<file path="src/rtl/shift_pipe_if.sv">
// shift_pipe_if: handshake and payload bundle for the pipelined shifter.
//   in_valid/in_ready : producer -> pipeline handshake
//   In, Cnt, Op       : operand, shift amount, operation code
//   out_valid/out_ready : pipeline -> consumer handshake
//   Out, err          : result and illegal-op flag
// The slave modport is the pipeline's view, master is the surrounding logic.
interface shift_pipe_if #(
    parameter int unsigned N = 16,
    parameter int unsigned C = 4
);
    logic         in_valid;
    logic         in_ready;
    logic [N-1:0] In;
    logic [C-1:0] Cnt;
    logic [2:0]   Op;
    logic         out_valid;
    logic         out_ready;
    logic [N-1:0] Out;
    logic         err;

    modport master (
        output in_valid, In, Cnt, Op, out_ready,
        input  in_ready, out_valid, Out, err
    );

    modport slave (
        input  in_valid, In, Cnt, Op, out_ready,
        output in_ready, out_valid, Out, err
    );
endinterface

</file>
<file path="src/rtl/shift_pipe.sv">
// shift_pipe: C-stage pipelined shifter/rotator on N-bit data (N == 2**C).
// Stage k conditionally shifts by 2**k when Cnt[k] is set, so after C stages
// the full count has been applied. Handshake on both ends with backpressure:
// the whole pipe advances when the output slot is empty or being drained.
//   clk, rst : clock and asynchronous active-high reset
//   bus      : slave side of shift_pipe_if (operation in, result out)
module shift_pipe #(
    parameter int unsigned N = 16,
    parameter int unsigned C = 4
) (
    input  logic        clk,
    input  logic        rst,
    shift_pipe_if.slave bus
);
    localparam logic [2:0] OP_SLL = 3'b000;
    localparam logic [2:0] OP_SRL = 3'b001;
    localparam logic [2:0] OP_SRA = 3'b010;
    localparam logic [2:0] OP_ROL = 3'b011;
    localparam logic [2:0] OP_ROR = 3'b100;

    // Stage registers
    logic         vld_q [C];
    logic [N-1:0] dat_q [C];
    logic [C-1:0] cnt_q [C];
    logic [2:0]   op_q  [C];
    logic         err_q [C];

    // Stage inputs (previous stage or the bus) and shifted data
    logic         vld_in [C];
    logic [N-1:0] dat_in [C];
    logic [C-1:0] cnt_in [C];
    logic [2:0]   op_in  [C];
    logic         err_in [C];
    logic [N-1:0] dat_nxt [C];

    logic adv_c;

    // Single fixed-distance shift/rotate; illegal ops pass data through
    function automatic logic [N-1:0] shift_by(
        input logic [N-1:0] d,
        input logic [2:0]   op,
        input int unsigned  sh
    );
        logic [N-1:0] r;
        r = d;
        case (op)
            OP_SLL:  r = d << sh;
            OP_SRL:  r = d >> sh;
            OP_SRA:  r = N'($signed(d) >>> sh);
            OP_ROL:  r = (d << sh) | (d >> (N - sh));
            OP_ROR:  r = (d >> sh) | (d << (N - sh));
            default: r = d;
        endcase
        return r;
    endfunction

    // Whole pipe moves together whenever the output slot can be vacated
    assign adv_c        = !vld_q[C-1] || bus.out_ready;
    assign bus.in_ready = adv_c;

    assign bus.out_valid = vld_q[C-1];
    assign bus.Out       = dat_q[C-1];
    assign bus.err       = err_q[C-1];

    // Stage input selection and per-stage conditional shift
    always_comb begin
        for (int k = 0; k < C; k++) begin
            vld_in[k] = 1'b0;
            dat_in[k] = '0;
            cnt_in[k] = '0;
            op_in[k]  = '0;
            err_in[k] = 1'b0;
            if (k == 0) begin
                vld_in[k] = bus.in_valid;
                dat_in[k] = bus.In;
                cnt_in[k] = bus.Cnt;
                op_in[k]  = bus.Op;
                err_in[k] = (bus.Op > OP_ROR);
            end else begin
                vld_in[k] = vld_q[k-1];
                dat_in[k] = dat_q[k-1];
                cnt_in[k] = cnt_q[k-1];
                op_in[k]  = op_q[k-1];
                err_in[k] = err_q[k-1];
            end
            dat_nxt[k] = cnt_in[k][k] ? shift_by(dat_in[k], op_in[k], 32'(1) << k)
                                      : dat_in[k];
        end
    end

    // Pipeline registers; a bubble enters stage 0 when nothing is offered
    always_ff @(posedge clk or posedge rst) begin
        if (rst) begin
            for (int k = 0; k < C; k++) begin
                vld_q[k] <= 1'b0;
                dat_q[k] <= '0;
                cnt_q[k] <= '0;
                op_q[k]  <= '0;
                err_q[k] <= 1'b0;
            end
        end else if (adv_c) begin
            for (int k = 0; k < C; k++) begin
                vld_q[k] <= vld_in[k];
                dat_q[k] <= dat_nxt[k];
                cnt_q[k] <= cnt_in[k];
                op_q[k]  <= op_in[k];
                err_q[k] <= err_in[k];
            end
        end
    end
endmodule

</file>
<file path="src/flat_wrapper.sv">
// flat-port wrapper written by rule: the top's interface ports become plain ports
module shift_pipe_flat 
#(
    parameter int unsigned N = 16,
    parameter int unsigned C = 4
)
  (clk, rst, bus_in_valid, bus_In, bus_Cnt, bus_Op, bus_out_ready, bus_in_ready, bus_out_valid, bus_Out, bus_err);
  shift_pipe_if #(.N(N), .C(C)) bus_i ();
  input  logic clk;
  input  logic rst;
  input wire logic [$bits(bus_i.in_valid)-1:0] bus_in_valid;
  input wire logic [$bits(bus_i.In)-1:0] bus_In;
  input wire logic [$bits(bus_i.Cnt)-1:0] bus_Cnt;
  input wire logic [$bits(bus_i.Op)-1:0] bus_Op;
  input wire logic [$bits(bus_i.out_ready)-1:0] bus_out_ready;
  output wire logic [$bits(bus_i.in_ready)-1:0] bus_in_ready;
  output wire logic [$bits(bus_i.out_valid)-1:0] bus_out_valid;
  output wire logic [$bits(bus_i.Out)-1:0] bus_Out;
  output wire logic [$bits(bus_i.err)-1:0] bus_err;
  assign bus_i.in_valid = bus_in_valid;
  assign bus_i.In = bus_In;
  assign bus_i.Cnt = bus_Cnt;
  assign bus_i.Op = bus_Op;
  assign bus_i.out_ready = bus_out_ready;
  assign bus_in_ready = bus_i.in_ready;
  assign bus_out_valid = bus_i.out_valid;
  assign bus_Out = bus_i.Out;
  assign bus_err = bus_i.err;
  shift_pipe #(.N(N), .C(C)) u_core (.clk(clk), .rst(rst), .bus(bus_i));
endmodule
</file>
<file path="config.mk">
export PLATFORM = sky130hd
export DESIGN_NAME = shift_pipe_flat
export DESIGN_NICKNAME = d
export VERILOG_FILES = /design/src/rtl/shift_pipe_if.sv /design/src/rtl/shift_pipe.sv /design/src/flat_wrapper.sv
export SDC_FILE = /design/constraint.sdc
export NUM_CORES = 1
export LEC_CHECK = 0
export BUFFER_PORTS_ARGS = -buffer_cell sky130_fd_sc_hd__buf_2
export CAP_MARGIN = 20
export CORE_ASPECT_RATIO = 1.2
export CORE_UTILIZATION = 30
export DETAILED_ROUTE_END_ITERATION = 12
export PLACE_DENSITY_LB_ADDON = 0.2
export SLEW_MARGIN = 20
export SYNTH_ARGS = -nofsm -noshare
export SYNTH_HDL_FRONTEND = slang
export SYNTH_SLANG_ARGS = --single-unit
</file>
<file path="constraint.sdc">
create_clock -name clk -period 2.6 [get_ports clk]
set_clock_uncertainty 0.05 [all_clocks]
set_input_delay 0.13 -clock clk [delete_from_list [all_inputs] [get_ports clk]]
set_output_delay 0.13 -clock clk [all_outputs]
set_load 0.02 [all_outputs]
</file>
==> reports/results.tsv, run 1 <==
metric	value	unit
Final period util	74.83	%
cell area power density	1223	nW/µm²
deepest clock path buffer count	2	
diode count	0	
Rows	52	
Sum Neg Setup Slack	0	ns
wire per inst	16.97	µm
area share of the largest cell type after synthesis	41.35	%
vias	4519	
Clock Sinks	87	
R2R setup slack	0.65	ns
worst path required time	2.82	ns
area fraction in compound gates after synthesis	31.87	%
Port Buffer Count	45	
Hold Crit Class	primary input to flop	
crit path cell chain	or2_1 > a21boi_2 > o221ai_1 > o21ai_0	
cell with the most instances after synthesis	dfrtp_1	
CTS resizes	0	
VDD IR max	0.0004351	V
largest family of logic cells by synthesized area	compound AO/OA/AOI/OAI gates	
total gr overflow	0	
sequential share of the synthesized area	41.35	%
Leak Pwr	2.442	nW
Hold Path Depth	3	
dpl ws	0.6267	ns
unrepaired setup endpoints after global routing	no	
max-cap viol count	0	
clock root cell	clkbuf_16	
CP max-delay cell	a21boi_2	
Crit Path Class	flop to flop	
Cells after Synth	582	
initial antenna violation count	0	
initial core utilization	30.89	%
Main synth FF type	dfrtp_1	
HP Start	bus_Op[1]	
vias per std cell	5.504	
Synth Area in Simple Gates	16.87	%
Slew @ Worst Pin	0.8499	ns
first-pass GRT wire length	23210	µm
chip height	147.1	µm
Synth top cells by count	dfrtp_1 (87), nand2_1 (75), a21oi_1 (46), o21ai_0 (40), clkbuf_1 (33)	
fin nets	627	
# DRC	0	
largest net degree at the start of global routing	92	
final slew viol count	0	
largest delay contributor family on the critical path	compound AO/OA/AOI/OAI gates	
H-tree Lvls	3	
fin worst setup slack	0.6544	ns
post-route minimum period	1.946	ns
Async S/R FF share, synth	100.0	%
Crit. Startpoint	u_core.op_in[7]$_DFFE_PP0P_	
share of post-route cells with drive strength above 1	19.34	%
core box area	17050	µm²
Yosys Warn Count	0	
crit path capture type	flop	
fmax	514.0	MHz
Synthesized Nets	609	
vias in the first global route	4367	
CTS Buf Count	9	
Slew headroom	42.93	%
Buf/Inv on CP	0	
Post-synth EDFFs	0	
status	completed	
Reg clk slew, reported paths	0.07	ns
DRT antenna net count	0	
detailed-placement wirelength estimate	9416	µm
Yosys cell types	45	
final cell count without fillers	821	
Final Setup Violations	0	
CTS tree	built	
r2r endpoint	u_core.dat_in[22]$_DFFE_PP0P_	
die area	18090	µm²
crit-path max cell delay	0.60	ns
mean area per synthesized cell	9.046	µm²
Post-Synth Adder-Cell Area	0	%
Hold Fails Final Rpt	0	
Synth area leaders	dfrtp_1 (41%), nand2_1 (5.3%), a21oi_1 (4.4%), o221ai_1 (4.2%), o21ai_0 (3.8%)	
critical path depth	4	
detailed-route wire length	13940	µm
Reg-to-Reg Start	u_core.op_in[7]$_DFFE_PP0P_	
arrival time worst endpoint	2.16	ns
dpl cells	800	
TritonRoute pass-1 iters	5	
mux cell area share after synthesis	3.565	%
Hold EP	u_core.op_in[7]$_DFFE_PP0P_	
Syn-to-layout area delta	13.76	%
Synth Register Bits	87	
worst skew pair latency	0.35	ns
Synth area leader	dfrtp_1	
gr usage total	16.27	%
Worst Path Max Fanout	16	
GP Congestion	0.8157	
CP startpoint kind	flop	
Worst Reg2Reg Path Length in Cells	4	
mapped cell area	5265	µm²
initial drt markers	283	
xor/xnor share of the synthesized area	0.9743	%
I/O pin count	46	
final core occ	35.14	%
smallest hold slack	0.04556	ns
Die X	122.9	µm
-- layout by cell type (no fill, tap or decap), types with 7 or more instances in the layout --
cell	count
o221a_2	9
a221oi_2	7
a22oi_1	8
nand2_1	75
buf_4	9
o221ai_1	25
o22ai_1	14
a211oi_1	20
a22o_1	15
a221o_1	8
dfrtp_1	87
nor2b_1	14
nor3b_1	15
o21ai_0	40
mux2_2	14
o21ai_1	15
clkbuf_16	9
a21bo_2	8
buf_2	45
and2_1	31
a221oi_1	12
a21oi_1	46
nor2_1	28
-- cell families after synthesis --
family,Yosys count
and+or+nand+nor,179
DFF,87
xor gates and xnor gates,5
buffers and inverters,61
muxes,17
AOI/OAI and AO/OA,233
-- area by class of cell --
class                           instances  area, µm²
Clock inverter                          2      38.79
Sequential cell                        87       2177
Multi-Input combinational cell        434       2813
Timing Repair Buffer                   62      402.9
Inverter                                6      23.77
Tap cell                              216      270.3
Fill cell                            1741      11060
Clock buffer                           14      264.0
-- where the power goes --
part	total, mW	internal, mW	switching (mW)
Sequential	2.82	1.98	0.843
Clock	1.33	0.800	0.527
Combinational	3.18	1.46	1.73
-- metrics by stage --
stage | cell area, µm² | total power [mW]
6_report | 5989 | 7.328
5_1_grt | 5989 | 7.923
4_1_cts | 5989 | 7.385
3_5_place_dp | 5637 | 6.025
3_3_place_gp | 5634 | 5.981
2_1_floorplan | 5265 | 5.059
-- worst min-delay path, cell delays in order --
cell	delay (ns)
buf_2	0.16
nand2_1	0.08
nand2_1	0.05
-- what timing repair did --
| item | CTS | global route |
|---|---|---|
| hold endpoints to repair | 91 | 0 |
| buffers inserted | 0 | 0 |
| hold buffers | 5 | 0 |
-- metal layers --
metal  part of all wire (%)  up-vias  global-route usage (%)
met5                      0        -                       0
met1                     46     2195                   20.72
met3                    3.3       13                   2.601
li1                       -     2210                       -
met4                    1.4        0                   6.220
met2                     50      101                   27.28
-- worst max path at each step --
stage | to
after CTS | u_core.dat_in[16]$_DFFE_PP0P_
after detailed placement | u_core.dat_in[43]$_DFFE_PP0P_
after floorplan | u_core.bus.Out[0]$_DFFE_PP0P_
final | u_core.dat_in[22]$_DFFE_PP0P_
after global placement | u_core.dat_in[33]$_DFFE_PP0P_
after global routing | u_core.dat_in[22]$_DFFE_PP0P_
-- sequential cells by signal, summed over array words and instances, names as in the netlist --
signal,cells
u_core.dat_in,48
u_core.bus.Out,16
u_core.op_in,9
u_core.cnt_in,6
u_core.err_in,3
u_core.vld_in,3
u_core.bus.err,1
u_core.bus.out_valid,1
Note: power is estimated with default switching activity, not from simulation.
==> run 2, diff against run 1 <==
Clock period 2.6 ns to 1.86 ns, I/O delays scaled along.
==> reports/results.tsv, run 2 (same netlist as run 1, synthesis figures left out) <==
metric	value	unit
crit path capture type	flop	
worst skew pair latency	0.35	ns
Slew headroom	49.92	%
max-cap viol count	0	
first-pass GRT wire length	23970	µm
H-tree Lvls	3	
clock root cell	clkbuf_16	
Setup Fix Bufs, Post-CTS	0	
CTS Buf Count	9	
deepest clock path buffer count	2	
detailed-placement wirelength estimate	10020	µm
VDD IR max	0.0006360	V
core box area	17050	µm²
final slew viol count	0	
arrival time worst endpoint	1.96	ns
final core occ	36.06	%
Worst Path Max Fanout	8	
Syn-to-layout area delta	16.75	%
DRT antenna net count	0	
crit-path max cell delay	0.45	ns
Rows	52	
Clock Sinks	87	
crit path cell chain	buf_4 > o21a_1 > o21ai_0 > o22ai_1 > a21oi_1	
initial antenna violation count	0	
cell area power density	1737	nW/µm²
TritonRoute pass-1 iters	4	
status	completed	
die area	18090	µm²
commonest cells after routing, fill and taps aside	dfrtp_1 (87), nand2_1 (75), a21oi_1 (46), buf_2 (45), o21ai_0 (40)	
initial drt markers	272	
share of post-route cells with drive strength above 1	21.81	%
Leak Pwr	2.522	nW
CP max-delay cell	dfrtp_1	
CP startpoint kind	flop	
Hold Crit Class	primary input to flop	
unrepaired setup endpoints after global routing	no	
diode count	0	
Port Buffer Count	45	
GP Congestion	0.7859	
Sum Neg Setup Slack	0	ns
max reg flops	48	
gr usage total	16.61	%
R2R setup slack	0.12	ns
chip height	147.1	µm
commonest non-fill, non-tap cell in the layout	dfrtp_1	
vias	4623	
fmax	574.1	MHz
detailed-route wire length	14470	µm
largest net degree at the start of global routing	88	
I/O pin count	46	
Final Setup Violations	0	
Crit Path Class	flop to flop	
Reg clk slew, reported paths	0.06	ns
vias in the first global route	4540	
fin nets	641	
Final period util	93.65	%
Die X	122.9	µm
initial core utilization	30.89	%
post-route minimum period	1.742	ns
total gr overflow	0	
worst path required time	2.08	ns
# DRC	0	
wire per inst	17.33	µm
Hold Fails Final Rpt	0	
filler instances	1744	
CTS tree	built	
Slew @ Worst Pin	0.7478	ns
vias per std cell	5.537	
-- run 2: cell types whose count changed in the layout (fill, tap and decap cells not counted), sizes merged --
cell | before | now
bufinv | 1 | 2
buf | 57 | 71
clkbuf | 14 | 11
clkinv | 2 | 1
clkinvlp | 0 | 3
-- run 2: metal layers --
layer | vias to the layer above | track usage (%) | part of all wire (%)
met3 | 25 | 2.019 | 3.3
li1 | 2227 | - | -
met2 | 127 | 27.39 | 48
met4 | 0 | 7.744 | 2.4
met5 | - | 0 | 0
met1 | 2244 | 21.38 | 46
-- run 2: report_power, final --
group / switching, mW / total, mW / internal (mW) / leakage [nW]
logic: 2.64 / 4.83 / 2.20 / 1.34
clock network: 0.762 / 2.01 / 1.25 / 0.158
registers: 1.07 / 3.84 / 2.77 / 1.03
total: 4.47 / 10.7 / 6.21 / 2.52
-- run 2: critical path: cells and delay by family (launching register included) --
kind	cells	cell delay (ns)
DFF	1	0.45
buffers and inverters	1	0.20
AOI/OAI and AO/OA	4	0.97
-- run 2: stage by stage --
stage	area [µm²]	setup slack, ns	cells	power, mW	hold slack (ns)
6_report	6147	0.1181	835	10.68	0.01358
5_1_grt	6147	0.01948	835	11.49	0.04414
4_1_cts	6147	0.09364	835	10.77	0.01606
3_5_place_dp	5757	-0.09943	814	8.695	0.2211
3_3_place_gp	5754	0.04557	814	8.561	0.2176
2_1_floorplan	5269	0.09207	582	7.072	0.1555
-- run 2: what timing repair did --
item / CTS / global route
endpoints found under the hold margin: 91 / 0
gates resized for setup: 1 / 0
hold buffers: 5 / 0
endpoints found under the setup margin: 8 / 0
-- run 2: final timing paths --
kind	startpoint	end	depth (start not counted)
max in group asynchronous	rst	u_core.bus.Out[5]$_DFFE_PP0P_	4
min reg2reg	u_core.vld_in[0]$_DFFE_PP0P_	u_core.bus.out_valid$_DFFE_PP0P_	1
max reg2reg	u_core.op_in[3]$_DFFE_PP0P_	u_core.dat_in[12]$_DFFE_PP0P_	5
max	u_core.op_in[3]$_DFFE_PP0P_	u_core.dat_in[12]$_DFFE_PP0P_	5
min in group asynchronous	rst	u_core.bus.Out[7]$_DFFE_PP0P_	4
min	bus_In[15]	u_core.dat_in[47]$_DFFE_PP0P_	3
-- run 2: cell type report --
type                       instances  area [µm²]  share of cell area [%]
clock buffer                      11       252.7                   4.112
timing repair buffer              76       520.5                   8.467
sequential                        87        2177                   35.42
tap                              216       270.3                   4.396
inverter                           6       26.28                  0.4274
multi-input combinational        434        2820                   45.88
clock inverter                     5       80.08                   1.303
